**src/rtl/board_renderer.sv**
```systemverilog
// Tetris board rasteriser: snapshots board and falling piece at frame start, then
// streams one plot command per clock (rows, columns, dy, dx) to the frame buffer.
module board_renderer #(
  parameter int unsigned CELL_SIZE   = 4,
  parameter int unsigned ORIGIN_X    = 60,
  parameter int unsigned ORIGIN_Y    = 20,
  parameter int unsigned HIDDEN_ROWS = 3
) (
  input  logic         clk_50,
  input  logic         resetn,
  input  logic         start,
  input  logic [229:0] board_value,
  input  logic         show_falling,
  input  logic [3:0]   t0_x,
  input  logic [3:0]   t1_x,
  input  logic [3:0]   t2_x,
  input  logic [3:0]   t3_x,
  input  logic [4:0]   t0_y,
  input  logic [4:0]   t1_y,
  input  logic [4:0]   t2_y,
  input  logic [4:0]   t3_y,
  input  logic         gameover,
  output logic [7:0]   x,
  output logic [6:0]   y,
  output logic [2:0]   colour,
  output logic         plot,
  output logic         busy,
  output logic         done
);

  localparam int unsigned DW       = (CELL_SIZE > 1) ? $clog2(CELL_SIZE) : 1;
  localparam int unsigned LAST_ROW = 22;
  localparam int unsigned LAST_COL = 9;

  typedef enum logic [1:0] {S_IDLE, S_LATCH, S_DRAW, S_DONE} state_t;

  state_t         r_state;
  logic [229:0]   r_board;
  logic [3:0]     r_tx [4];
  logic [4:0]     r_ty [4];
  logic           r_show;
  logic           r_go;
  logic [4:0]     r_row;
  logic [3:0]     r_col;
  logic [DW-1:0]  r_dy;
  logic [DW-1:0]  r_dx;

  logic [7:0]     w_idx;
  logic           w_stacked;
  logic           w_falling;
  logic [2:0]     w_colour;
  logic           w_last_dx;
  logic           w_last_dy;
  logic           w_last_col;
  logic           w_last_row;

  // Column c of row r lives at bit r*10 + (9-c).
  assign w_idx     = 8'(r_row) * 8'd10 + 8'd9 - 8'(r_col);
  assign w_stacked = r_board[w_idx];

  always_comb begin
    w_falling = 1'b0;
    for (int i = 0; i < 4; i++) begin
      if (r_show && (r_tx[i] == r_col) && (r_ty[i] == r_row)) w_falling = 1'b1;
    end
  end

  assign w_colour   = w_falling ? 3'b110 :
                      w_stacked ? (r_go ? 3'b100 : 3'b111) : 3'b000;
  assign w_last_dx  = (r_dx == DW'(CELL_SIZE - 1));
  assign w_last_dy  = (r_dy == DW'(CELL_SIZE - 1));
  assign w_last_col = (r_col == 4'(LAST_COL));
  assign w_last_row = (r_row == 5'(LAST_ROW));

  always_ff @(posedge clk_50 or negedge resetn) begin
    if (!resetn) begin
      r_state <= S_IDLE;
      r_board <= '0;
      for (int i = 0; i < 4; i++) begin
        r_tx[i] <= '0;
        r_ty[i] <= '0;
      end
      r_show  <= 1'b0;
      r_go    <= 1'b0;
      r_row   <= '0;
      r_col   <= '0;
      r_dy    <= '0;
      r_dx    <= '0;
      x       <= '0;
      y       <= '0;
      colour  <= '0;
      plot    <= 1'b0;
      busy    <= 1'b0;
      done    <= 1'b0;
    end else begin
      case (r_state)
        S_IDLE: begin
          done <= 1'b0;
          if (start) begin
            r_state <= S_LATCH;
            busy    <= 1'b1;
          end
        end
        S_LATCH: begin
          r_board <= board_value;
          r_tx[0] <= t0_x;
          r_tx[1] <= t1_x;
          r_tx[2] <= t2_x;
          r_tx[3] <= t3_x;
          r_ty[0] <= t0_y;
          r_ty[1] <= t1_y;
          r_ty[2] <= t2_y;
          r_ty[3] <= t3_y;
          r_show  <= show_falling;
          r_go    <= gameover;
          r_row   <= 5'(HIDDEN_ROWS);
          r_col   <= '0;
          r_dy    <= '0;
          r_dx    <= '0;
          r_state <= S_DRAW;
        end
        S_DRAW: begin
          // Coordinates are formed at 9 bits and wrap into the narrower outputs.
          plot   <= 1'b1;
          colour <= w_colour;
          x      <= 8'(9'(ORIGIN_X) + 9'(r_col) * 9'(CELL_SIZE) + 9'(r_dx));
          y      <= 7'(9'(ORIGIN_Y) + (9'(r_row) - 9'(HIDDEN_ROWS)) * 9'(CELL_SIZE)
                       + 9'(r_dy));
          if (!w_last_dx) begin
            r_dx <= r_dx + DW'(1);
          end else begin
            r_dx <= '0;
            if (!w_last_dy) begin
              r_dy <= r_dy + DW'(1);
            end else begin
              r_dy <= '0;
              if (!w_last_col) begin
                r_col <= r_col + 4'd1;
              end else begin
                r_col <= '0;
                if (w_last_row) r_state <= S_DONE;
                else            r_row   <= r_row + 5'd1;
              end
            end
          end
        end
        S_DONE: begin
          plot    <= 1'b0;
          busy    <= 1'b0;
          done    <= 1'b1;
          r_state <= S_IDLE;
        end
        default: r_state <= S_IDLE;
      endcase
    end
  end

endmodule

```
**config.mk**
```make
export PLATFORM = sky130hd
export DESIGN_NAME = board_renderer
export DESIGN_NICKNAME = d
export VERILOG_FILES = /design/src/rtl/board_renderer.sv
export SDC_FILE = /design/constraint.sdc
export NUM_CORES = 1
export LEC_CHECK = 0
export BUFFER_PORTS_ARGS = -buffer_cell sky130_fd_sc_hd__buf_4
export CAP_MARGIN = 20
export CORE_MARGIN = 4
export CORE_UTILIZATION = 50
export CTS_CLUSTER_SIZE = 24
export DETAILED_ROUTE_END_ITERATION = 12
export PLACE_DENSITY_LB_ADDON = 0.25
export SYNTH_ARGS = -nofsm -noshare
export SYNTH_HDL_FRONTEND = slang
export SYNTH_SLANG_ARGS = --single-unit
export TNS_END_PERCENT = 10
```
**constraint.sdc**
```tcl
create_clock -name clk_50 -period 6.7 [get_ports clk_50]
set_input_delay 0.335 -clock clk_50 [delete_from_list [all_inputs] [get_ports clk_50]]
set_output_delay 0.335 -clock clk_50 [all_outputs]
set_load 0.02 [all_outputs]
```
# After elaboration in Yosys (flattened, before gate mapping)
# Cells that the tools add are included.
# op_classes
order_cmp	1
bitwise	0
n_div	0
addsub	11
shifts	0
n_mux	33
reduce_logical	17
eq_ne	21
mul	1
# op_table
operator	count
5-bit equality test	4
5-bit two-way mux	4
2-bit two-way mux	9
4-bit equality test	4
4-bit two-way mux	3
2-bit inequality test, second input constant	6
5-bit case mux with 2 select lines	1
5-bit AND reduction	2
8-bit by 9-bit less-than comparator with 1-bit output, second input constant	1
7-bit by 2-bit adder with 8-bit output	1
8-bit by 4-bit adder with 8-bit output, second input constant	1
1-bit binary-select mux with 8-bit select	1
2-bit equality test, second input constant	4
1-bit logical AND	8
2-bit case mux with 2 select lines	2
2-bit case mux with 4 select lines	1
4-bit case mux with 2 select lines	1
8-bit by 4-bit subtractor with 8-bit output	1
6-bit by 6-bit adder with 7-bit output, first input constant	1
6-bit by 7-bit adder with 7-bit output, first input constant	1
7-bit by 2-bit adder with 7-bit output	1
5-bit by 3-bit multiplier with 7-bit output, second input constant	1
1-bit two-way mux	6
3-bit two-way mux	2
other kinds (12)	18
# word_totals
input_bits	271
elab_cells	106
n_memories	0
latch_bits	0
output_inout_bits	21
ramBits	0
rom_bits	0
regBits	304

# Depth between registers and ports, before layout
# Gate-level depths: netlist (run 1).
# depth
ltp_word	8
ltp_mapped	16
mapped_depth_nobuf	13

# Least setup slack after synthesis (run 1)
# No wires, ideal clock.
# synth_path
kind	register -> register
from	reg r_col[2]
to	reg colour[1]
required_time_ns	6.623
t_arrival_ns	3.265
period_less_slack_ns	3.342
path_slack_ns	3.358
path_stages_with_launch	13
setup_ns	0.077
path_buffers	2
path_cell_list	dfrtp_1 clkbuf_1 inv_1 ha_1 ha_1 fa_1 xnor2_1 and2_2 buf_2 a221o_1 o2111a_1 a2111o_1 a21oi_1
# synth_between
elab_chain_cells	8
elab_cells_between_ends	21
cone_classes	add/sub: 1; eq/ne: 4; mux: 8; reduce/logical: 8
# synth_rtl
item	line_no	source
start, declared	44	logic [3:0] r_col;
start signal, assigned	138	r_col <= r_col + 4'd1;
parallel branches: the longest is 7 deep, another holds 8-bit by 4-bit subtractor with 8-bit output	-	
3-bit two-way mux (*)	68	assign w_colour = w_falling ? 3'b110 :
end signal, assigned	125	colour <= w_colour;
end, declared	25	output logic [2:0] colour,
# Every way passes the cells marked *. The select of a mux whose other input is x is not followed.
# A chain may end at the register's enable or synchronous reset.

# Worst setup path after layout (run 1)
# layout_path
from	reg r_row[2]
to	reg colour[0]
# layout_between
elab_chain_cells	7
elab_cells_between_ends	19
cone_classes	add/sub: 2; mul: 1; eq/ne: 4; mux: 8; reduce/logical: 4
# layout_rtl
item	line_no	source
start, declared	43	logic [4:0] r_row;
start signal, assigned	116	r_row <= 5'(HIDDEN_ROWS);
start signal, assigned	142	else r_row <= r_row + 5'd1;
5-bit by 3-bit multiplier with 7-bit output / 5-bit equality test (equally long branches)	58, 64	
8-bit by 4-bit adder with 8-bit output / 1-bit logical AND (equally long branches)	58, 64	
8-bit by 4-bit subtractor with 8-bit output / 1-bit two-way mux (equally long branches)	58, 64	
1-bit binary-select mux with 8-bit select / 1-bit two-way mux (equally long branches)	59, 64	
1-bit two-way mux (on tied branches)	59, 64	
3-bit two-way mux / 1-bit two-way mux (equally long branches)	69, 64	
3-bit two-way mux (*)	68	
# Every way passes the cells marked *; elsewhere a longest branch is shown, timed or not. The select of a mux whose other input is x is not followed.

==> qor.yml, run 1 <==
layout:
  final_util: 0.627
  final_nets: 1603
  synthToLayoutAreaGrowth_pct: 23.7
  fin_area_um2: 18000
  drive_gt1_frac: 0.503
  instances_no_fill: 1706
  diodes: 0
critical_path:
  crit_path_end_kind: "register"
  r2r-start: "r_row[2]"
  path_cells: "ha_1 -> inv_1 -> ha_1 -> inv_1 -> fa_1 -> xnor2_1 -> and2_2 -> o211ai_1 -> a41oi_1 -> a41oi_1 -> a2111o_1 -> o2bb2ai_1"
  arrival_ns: 4.28
  slowest_delay_ns: 0.60
  r2r_end: "colour[0]"
  reg2reg_slack_ns: 2.85
  worstSetupStartpointType: "register"
  critical_path_class: "register to register"
  r2r_cells: 12
  critPathMaxFanout: 15
  cp_slowest_cell: "dfrtp_1"
  cp.required_ns: 7.13
timing:
  period_share: 0.574
  tns_ns: 0
  fin_crit_ns: 3.85
  setup_viol_count_final: 0
  hold_viol_final: 10
  max_freq_mhz: 260
  skew_ns: 0.0218
  worst_slew_pin_slew_ns: 1.12
  drv_slew: 0
  holdWs_ns: -0.0426
  slew_headroom: 0.256
  rsz0062_at_grt: "no"
power_and_ir_drop:
  cellLeakagePower_uw: 0.00812
  power.total_uw: 4030
  powerDensity_nw_per_um2: 224
  ir_drop_v: 0.000189
yosys:
  synthArstFlopShare: 1.00
  ys_types: 53
  yosysWarnings: 0
  synthesis.nets: 1337
  synth_seq_cells: 303
  synthFlopType: "dfrtp_1"
  synth.cell_area_um2: 14500
  ys_seq_area_frac: 0.521
  synth_cells: 1036
  synth-edff-count: 0
  avgSynthCellArea_um2: 14.0
place:
  hpwl_um: 25500
  io_buffers: 290
  place_inst: 1650
  place_area_um2: 16900
  gp_congestion: 0.809
floorplanning:
  start_util: 0.507
  dieHeight_um: 179
  core-area_um2: 28700
  io_pins: 292
  dieWidth_um: 179
  row_count: 62
  dieArea_um2: 31900
route:
  vias: 9406
  drt_wl_total_um: 35800
  post_drt_wl_per_cell_um: 21.0
  drt-pass1-iter-count: 6
  ant_nets: 0
  drc_errors: 0
  drt-vias-per-instance: 5.51
  drt_iter0_drc: 434
clocking:
  cts.path.max_buffers: 3
  clkLatencyLatePin_ns: 0.51
  clock_sinks: 303
  cts_max_level: 2
  cts_tree: "done"
  post-cts-setup-buffers: 0
  holdBufCountCts: 0
  cts-resized-gates: 0
  cts_buffers: 34
  clkTransAtPathRegs_ns: 0.06
  cts_root_buf: "clkbuf_16"
global_routing:
  grt_pass1_vias: 9754
  grt_remaining_overflow: 0
  grt_pass1_wl_um: 54700
  grt_max_degree: 161
  grt_antenna_before_repair: 0
  grt.total_usage: 0.223
min_path:
  holdCritPathClass: "input pin to asynchronous set/reset pin"
flow_run:
  cap_violations: 0
status:
  violations: "hold timing"
  status: "finished, violations left"
==> final cells by class <==
type	instances	area, um2
repair buffers	298	2270
inverters	23	86.3
well taps	384	480
clock buffers	47	971
clock inverters	9	77.6
multi-input cells	642	6520
flip-flops and latches	303	7590
fillers	2224	10700
==> synth_stat cells, drive strengths merged (2+ instances only) <==
master | n | area, um2
a21oi | 21 | 105
dfrtp | 303 | 7580
a41oi | 2 | 17.5
xor2 | 33 | 289
buf | 26 | 183
nor2b | 5 | 31.3
o21ai | 15 | 75.1
clkbuf | 42 | 198
a22oi | 5 | 37.5
mux4 | 47 | 1120
a21o | 2 | 15.0
a211oi | 2 | 15.0
nand4 | 12 | 75.1
nand3b | 2 | 15.0
ha | 28 | 350
fa | 2 | 40.0
o22ai | 3 | 18.8
a221oi | 2 | 17.5
nand2 | 48 | 180
o211ai | 5 | 37.5
nand4b | 2 | 17.5
nor2 | 25 | 93.8
inv | 23 | 86.3
nor3 | 9 | 45.0
mux2i | 25 | 250
nor4 | 4 | 25.0
and2 | 3 | 20.0
nand3 | 17 | 85.1
mux2 | 282 | 3180
a31oi | 4 | 25.0
xnor2 | 19 | 166
o31ai | 3 | 22.5
a32oi | 3 | 26.3
==> critical path, delay by kind of cell, from the launching register on <==
kind | cells | cell delay (ns)
flip-flops | 1 | 0.60
AO/OA/AOI/OAI | 5 | 1.14
XOR/XNOR | 1 | 0.45
adder cells (fa/ha/maj) | 3 | 1.14
AND/OR/NAND/NOR | 1 | 0.33
buffers and inverters | 2 | 0.10
==> through the flow <==
stage,hold WS [ns],setup slack [ns]
after floorplan,0.0394,3.36
after global placement,0.475,2.53
after detailed placement,0.487,2.93
after CTS,0.0324,2.89
after global routing,0.0372,2.60
final,-0.0426,2.85
==> placed cells by master (no fill, tap or decap), types with 21 or more instances in the layout <==
| cell type | n |
|---|---|
| a21oi_1 | 21 |
| buf_4 | 295 |
| clkbuf_16 | 35 |
| dfrtp_1 | 302 |
| ha_1 | 25 |
| inv_1 | 22 |
| mux2_2 | 282 |
| mux2i_1 | 25 |
| mux4_2 | 30 |
| nand2_1 | 48 |
| nor2_1 | 25 |
| xor2_1 | 33 |
==> per-layer routing <==
metal,share of wire,GRT usage,routed length [um],vias up
li1,-,-,-,4294
met1,0.41,0.297,14700,4780
met2,0.49,0.364,17500,286
met3,0.078,0.0583,2780,46
met4,0.024,0.0652,860,0
met5,0,0,0,-
==> logic make-up after synthesis <==
logic type,after synthesis,share of synthesized area
multiplexers,354,0.313
buffers and inverters,91,0.0321
XOR/XNOR,52,0.0313
AO/OA/AOI/OAI,75,0.0336
other,1,0.000258
adder cells (fa/ha/maj),30,0.0268
flip-flops,303,0.521
AND/OR/NAND/NOR,130,0.0418
==> where the power goes <==
group | switching, uW | total (uW) | internal (uW)
sequential | 46.6 | 1960 | 1910
combinational | 109 | 305 | 196
clock | 720 | 1770 | 1050
total | 876 | 4030 | 3160
==> how the worst max path moves through the flow <==
stage,to,cells past startpoint,start,slack [ns]
finish,colour[0],12,r_row[2],2.85
detailed placement,colour[0],12,r_row[2],2.93
CTS,colour[1],12,r_row[2],2.89
floorplan,colour[1],12,r_col[2],3.36
global placement,colour[1],9,r_col[2],2.53
global route,colour[1],12,r_row[2],2.60
==> sequential cells by signal (all words and copies together), names as in the netlist, 3 cells and up <==
name and count:
r_row 5, x 7, colour 3, r_ty 20, r_board 230, r_tx 16, y 7, r_col 4
No activity file was read; power rests on OpenSTA's default activity.
==> run 2: changes to the inputs <==
Settings changed: ABC_AREA from default to 1.
Clock period 6.7 ns to 4 ns, I/O delays scaled along.
==> qor.yml, run 2 <==
status:
  status: "complete, no violations"
layout:
  drive_gt1_frac: 0.148  # -0.355
  synthToLayoutAreaGrowth_pct: 41.1
  final_cell_mix: "nand2_1, buf_4, dfrtp_1"
  fin_area_um2: 21100  # +17%
  top_register: "r_board"
  layout_commonest_cell: "nand2_1"
  top_regs: "r_board: 230 flops, r_ty: 20 flops, r_tx: 16 flops"
  largest_reg_flops: 230  # unchanged
  final_nets: 2780  # +73%
  nFillCells: 2165  # -2.7%
clocking:
  clock_sinks: 303  # unchanged
  post-cts-setup-buffers: 0  # unchanged
  cts-resized-gates: 0  # unchanged
  clkLatencyLatePin_ns: 0.53  # +0.02 ns
  cts_tree: "done"
  cts_root_buf: "clkbuf_16"
  clkTransAtPathRegs_ns: 0.06  # about the same
  cts.path.max_buffers: 3  # unchanged
  cts_buffers: 35  # +2.9%
  cts_max_level: 2  # unchanged
yosys:
  synthFlopType: "dfrtp_1"
  synth.top_cell.area_share: 0.507  # -0.0146
  synth-edff-count: 0  # unchanged
  ys_types: 29  # -45%
  synthArstFlopShare: 1.00  # unchanged
  yosysWarnings: 0  # unchanged
  yosysMostFrequentCell: "nand2_1"
  synth_cells: 1983  # +91%
  synthesis.nets: 2284  # +71%
  avgSynthCellArea_um2: 7.55  # -46%
  synth_area_leaders: "dfrtp_1, nand2_1, nand3_1, o21ai_0, inv_1"
  ys_seq_area_frac: 0.507  # -0.0146
  synth_seq_cells: 303  # unchanged
  synth_common_cells: "nand2_1, dfrtp_1, nand3_1"
  synth_top_cell_by_area: "dfrtp_1"
  synth.cell_area_um2: 15000  # +2.9%
critical_path:
  critPathMaxFanout: 13  # -2
  reg2reg_slack_ns: 0.33  # -2.52 ns
  cp_slowest_cell: "fa_1"
  path_common_cell: "nand2_1"
  r2r-start: "r_row[2]"
  arrival_ns: 4.07  # -0.21 ns
  worstSetupStartpointType: "register"
  cp.required_ns: 4.40  # -2.73 ns
  critical_path_class: "register to register"
  slowest_delay_ns: 0.95  # +0.35 ns
  r2r_end: "colour[1]"
  path_cells: "ha_1 -> inv_1 -> ha_1 -> inv_1 -> fa_1 -> inv_1 -> nor2_1 -> nand3_1 -> nand2_1 -> nor2_1 -> nand2_1 -> nand2_1 -> nand2_1 -> nand3_2 -> nand3_1 -> a21oi_1"
  crit_path_end_kind: "register"
  r2r_cells: 16  # +4
floorplanning:
  io_pins: 292  # unchanged
  dieHeight_um: 181  # +1.4%
  start_util: 0.506  # about the same
  core-area_um2: 29600  # +3.0%
  dieArea_um2: 32800  # +2.8%
  row_count: 63  # +1.6%
  dieWidth_um: 181  # +1.4%
route:
  dr_wl_met3_um: 3370  # +21%
  drt-met1-wl_um: 20000  # +36%
  post_drt_wl_per_cell_um: 17.5  # -17%
  drc_errors: 0  # unchanged
  drt-vias-per-instance: 5.26  # -4.6%
  drt-pass1-iter-count: 5  # -1
  drt_iter0_drc: 1380  # +220%
  ant_nets: 0  # unchanged
  route.met2.wl_um: 24900  # +43%
  vias: 15300  # +62%
  top_layer: "met4"
  drt_wl_total_um: 50600  # +41%
power_and_ir_drop:
  powerDensity_nw_per_um2: 340  # +52%
  cellLeakagePower_uw: 0.0107  # +32%
  ir_drop_v: 0.000281  # +49%
  power.total_uw: 7170  # +78%
timing:
  rsz0062_at_grt: "no"
  worst_slew_pin_slew_ns: 1.06  # -0.0564 ns
  max_freq_mhz: 273  # +4.8%
  drv_slew: 0  # unchanged
  skew_ns: 0.0248  # +0.00298 ns
  fin_crit_ns: 3.67  # -0.178 ns
  setup_viol_count_final: 0  # unchanged
  tns_ns: 0  # unchanged
  slew_headroom: 0.293  # +0.0376
  period_share: 0.917  # +0.343
  holdWs_ns: 0.0223  # +0.0649 ns
  hold_viol_final: 0  # -10
global_routing:
  grt_pass1_vias: 15700  # +61%
  grt_max_degree: 216  # +34%
  grt_remaining_overflow: 0  # unchanged
  grt.total_usage: 0.305  # +0.0822
  grt_antenna_before_repair: 7  # +7
  grt_pass1_wl_um: 81500  # +49%
min_path:
  holdCritPathClass: "input pin to register"
  holdPathStages: 5
  hp-start: "start"
  holdPathEnd: "busy"
place:
  place_area_um2: 17300  # +1.9%
  gp_congestion: 0.889  # +10%
  io_buffers: 290  # unchanged
  hpwl_um: 29700  # +17%
flow_run:
  cap_violations: 0  # unchanged
run 2: how the worst max path moves through the flow:
| stage | cells past startpoint | to | start | slack (ns) |
|---|---|---|---|---|
| final | 16 | colour[1] | r_row[2] | 0.33 |
| after global routing | 16 | colour[1] | r_row[2] | 0.02 |
| after CTS | 16 | colour[1] | r_row[2] | 0.33 |
| after detailed placement | 16 | colour[1] | r_row[2] | 0.33 |
| after global placement | 16 | colour[1] | r_row[2] | 0.53 |
| after floorplan | 13 | colour[1] | r_row[1] | 1.31 |
run 2: area by class of cell:
class,instances,area [um2],area share
flip-flops and latches,303,7590,0.359
multi-input cells,1459,6430,0.304
repair buffers,577,5060,0.240
clock buffers,53,1050,0.0500
well taps,390,488,0.0231
inverters,103,394,0.0187
clock inverters,8,80.1,0.00379
diodes,7,17.5,0.000830
run 2: report_power, final:
part	leakage (uW)	internal [uW]	switching (uW)
combinational	0.00661	435	300
sequential	0.00354	3210	78.5
clock	0.000563	1890	1270
total	0.0107	5530	1650
run 2: logic make-up (layout without fill, tap and decap cells):
group,after synthesis,after routing,share of synthesized area
AND/OR/NAND/NOR,1273,1273,0.339
buffers and inverters,221,741,0.0649
other,1,8,0.000251
flip-flops,303,303,0.507
XOR/XNOR,33,33,0.0206
adder cells (fa/ha/maj),30,30,0.0261
AO/OA/AOI/OAI,122,122,0.0421
run 2: per-layer routing:
| metal | vias to the layer above | track usage |
|---|---|---|
| met1 | 7233 | 0.391 |
| met3 | 159 | 0.0517 |
| met2 | 683 | 0.518 |
| li1 | 7183 | - |
| met4 | 0 | 0.123 |
| met5 | - | 0 |
run 2: what timing repair did:
| item | CTS | global route |
|---|---|---|
| hold buffers | 269 | 0 |
| setup endpoints to repair | 0 | 0 |
| hold endpoints to repair | 392 | 0 |
run 2: worst max-delay path, delay by kind of cell, from the launching register on:
family | cells | cell delay [ns]
compound gates | 1 | 0.06
flops | 1 | 0.54
buf+inv | 3 | 0.49
simple gates | 9 | 0.90
fa+ha+maj | 3 | 1.57
run 2: through the flow:
stage,setup WS (ns),instances,util
3_3_place_gp,0.527,2563,0.584
3_5_place_dp,0.332,2563,0.584
4_1_cts,0.330,2893,0.714
2_1_floorplan,1.31,1983,-
5_1_grt,0.0242,2900,0.714
6_report,0.331,2900,0.714
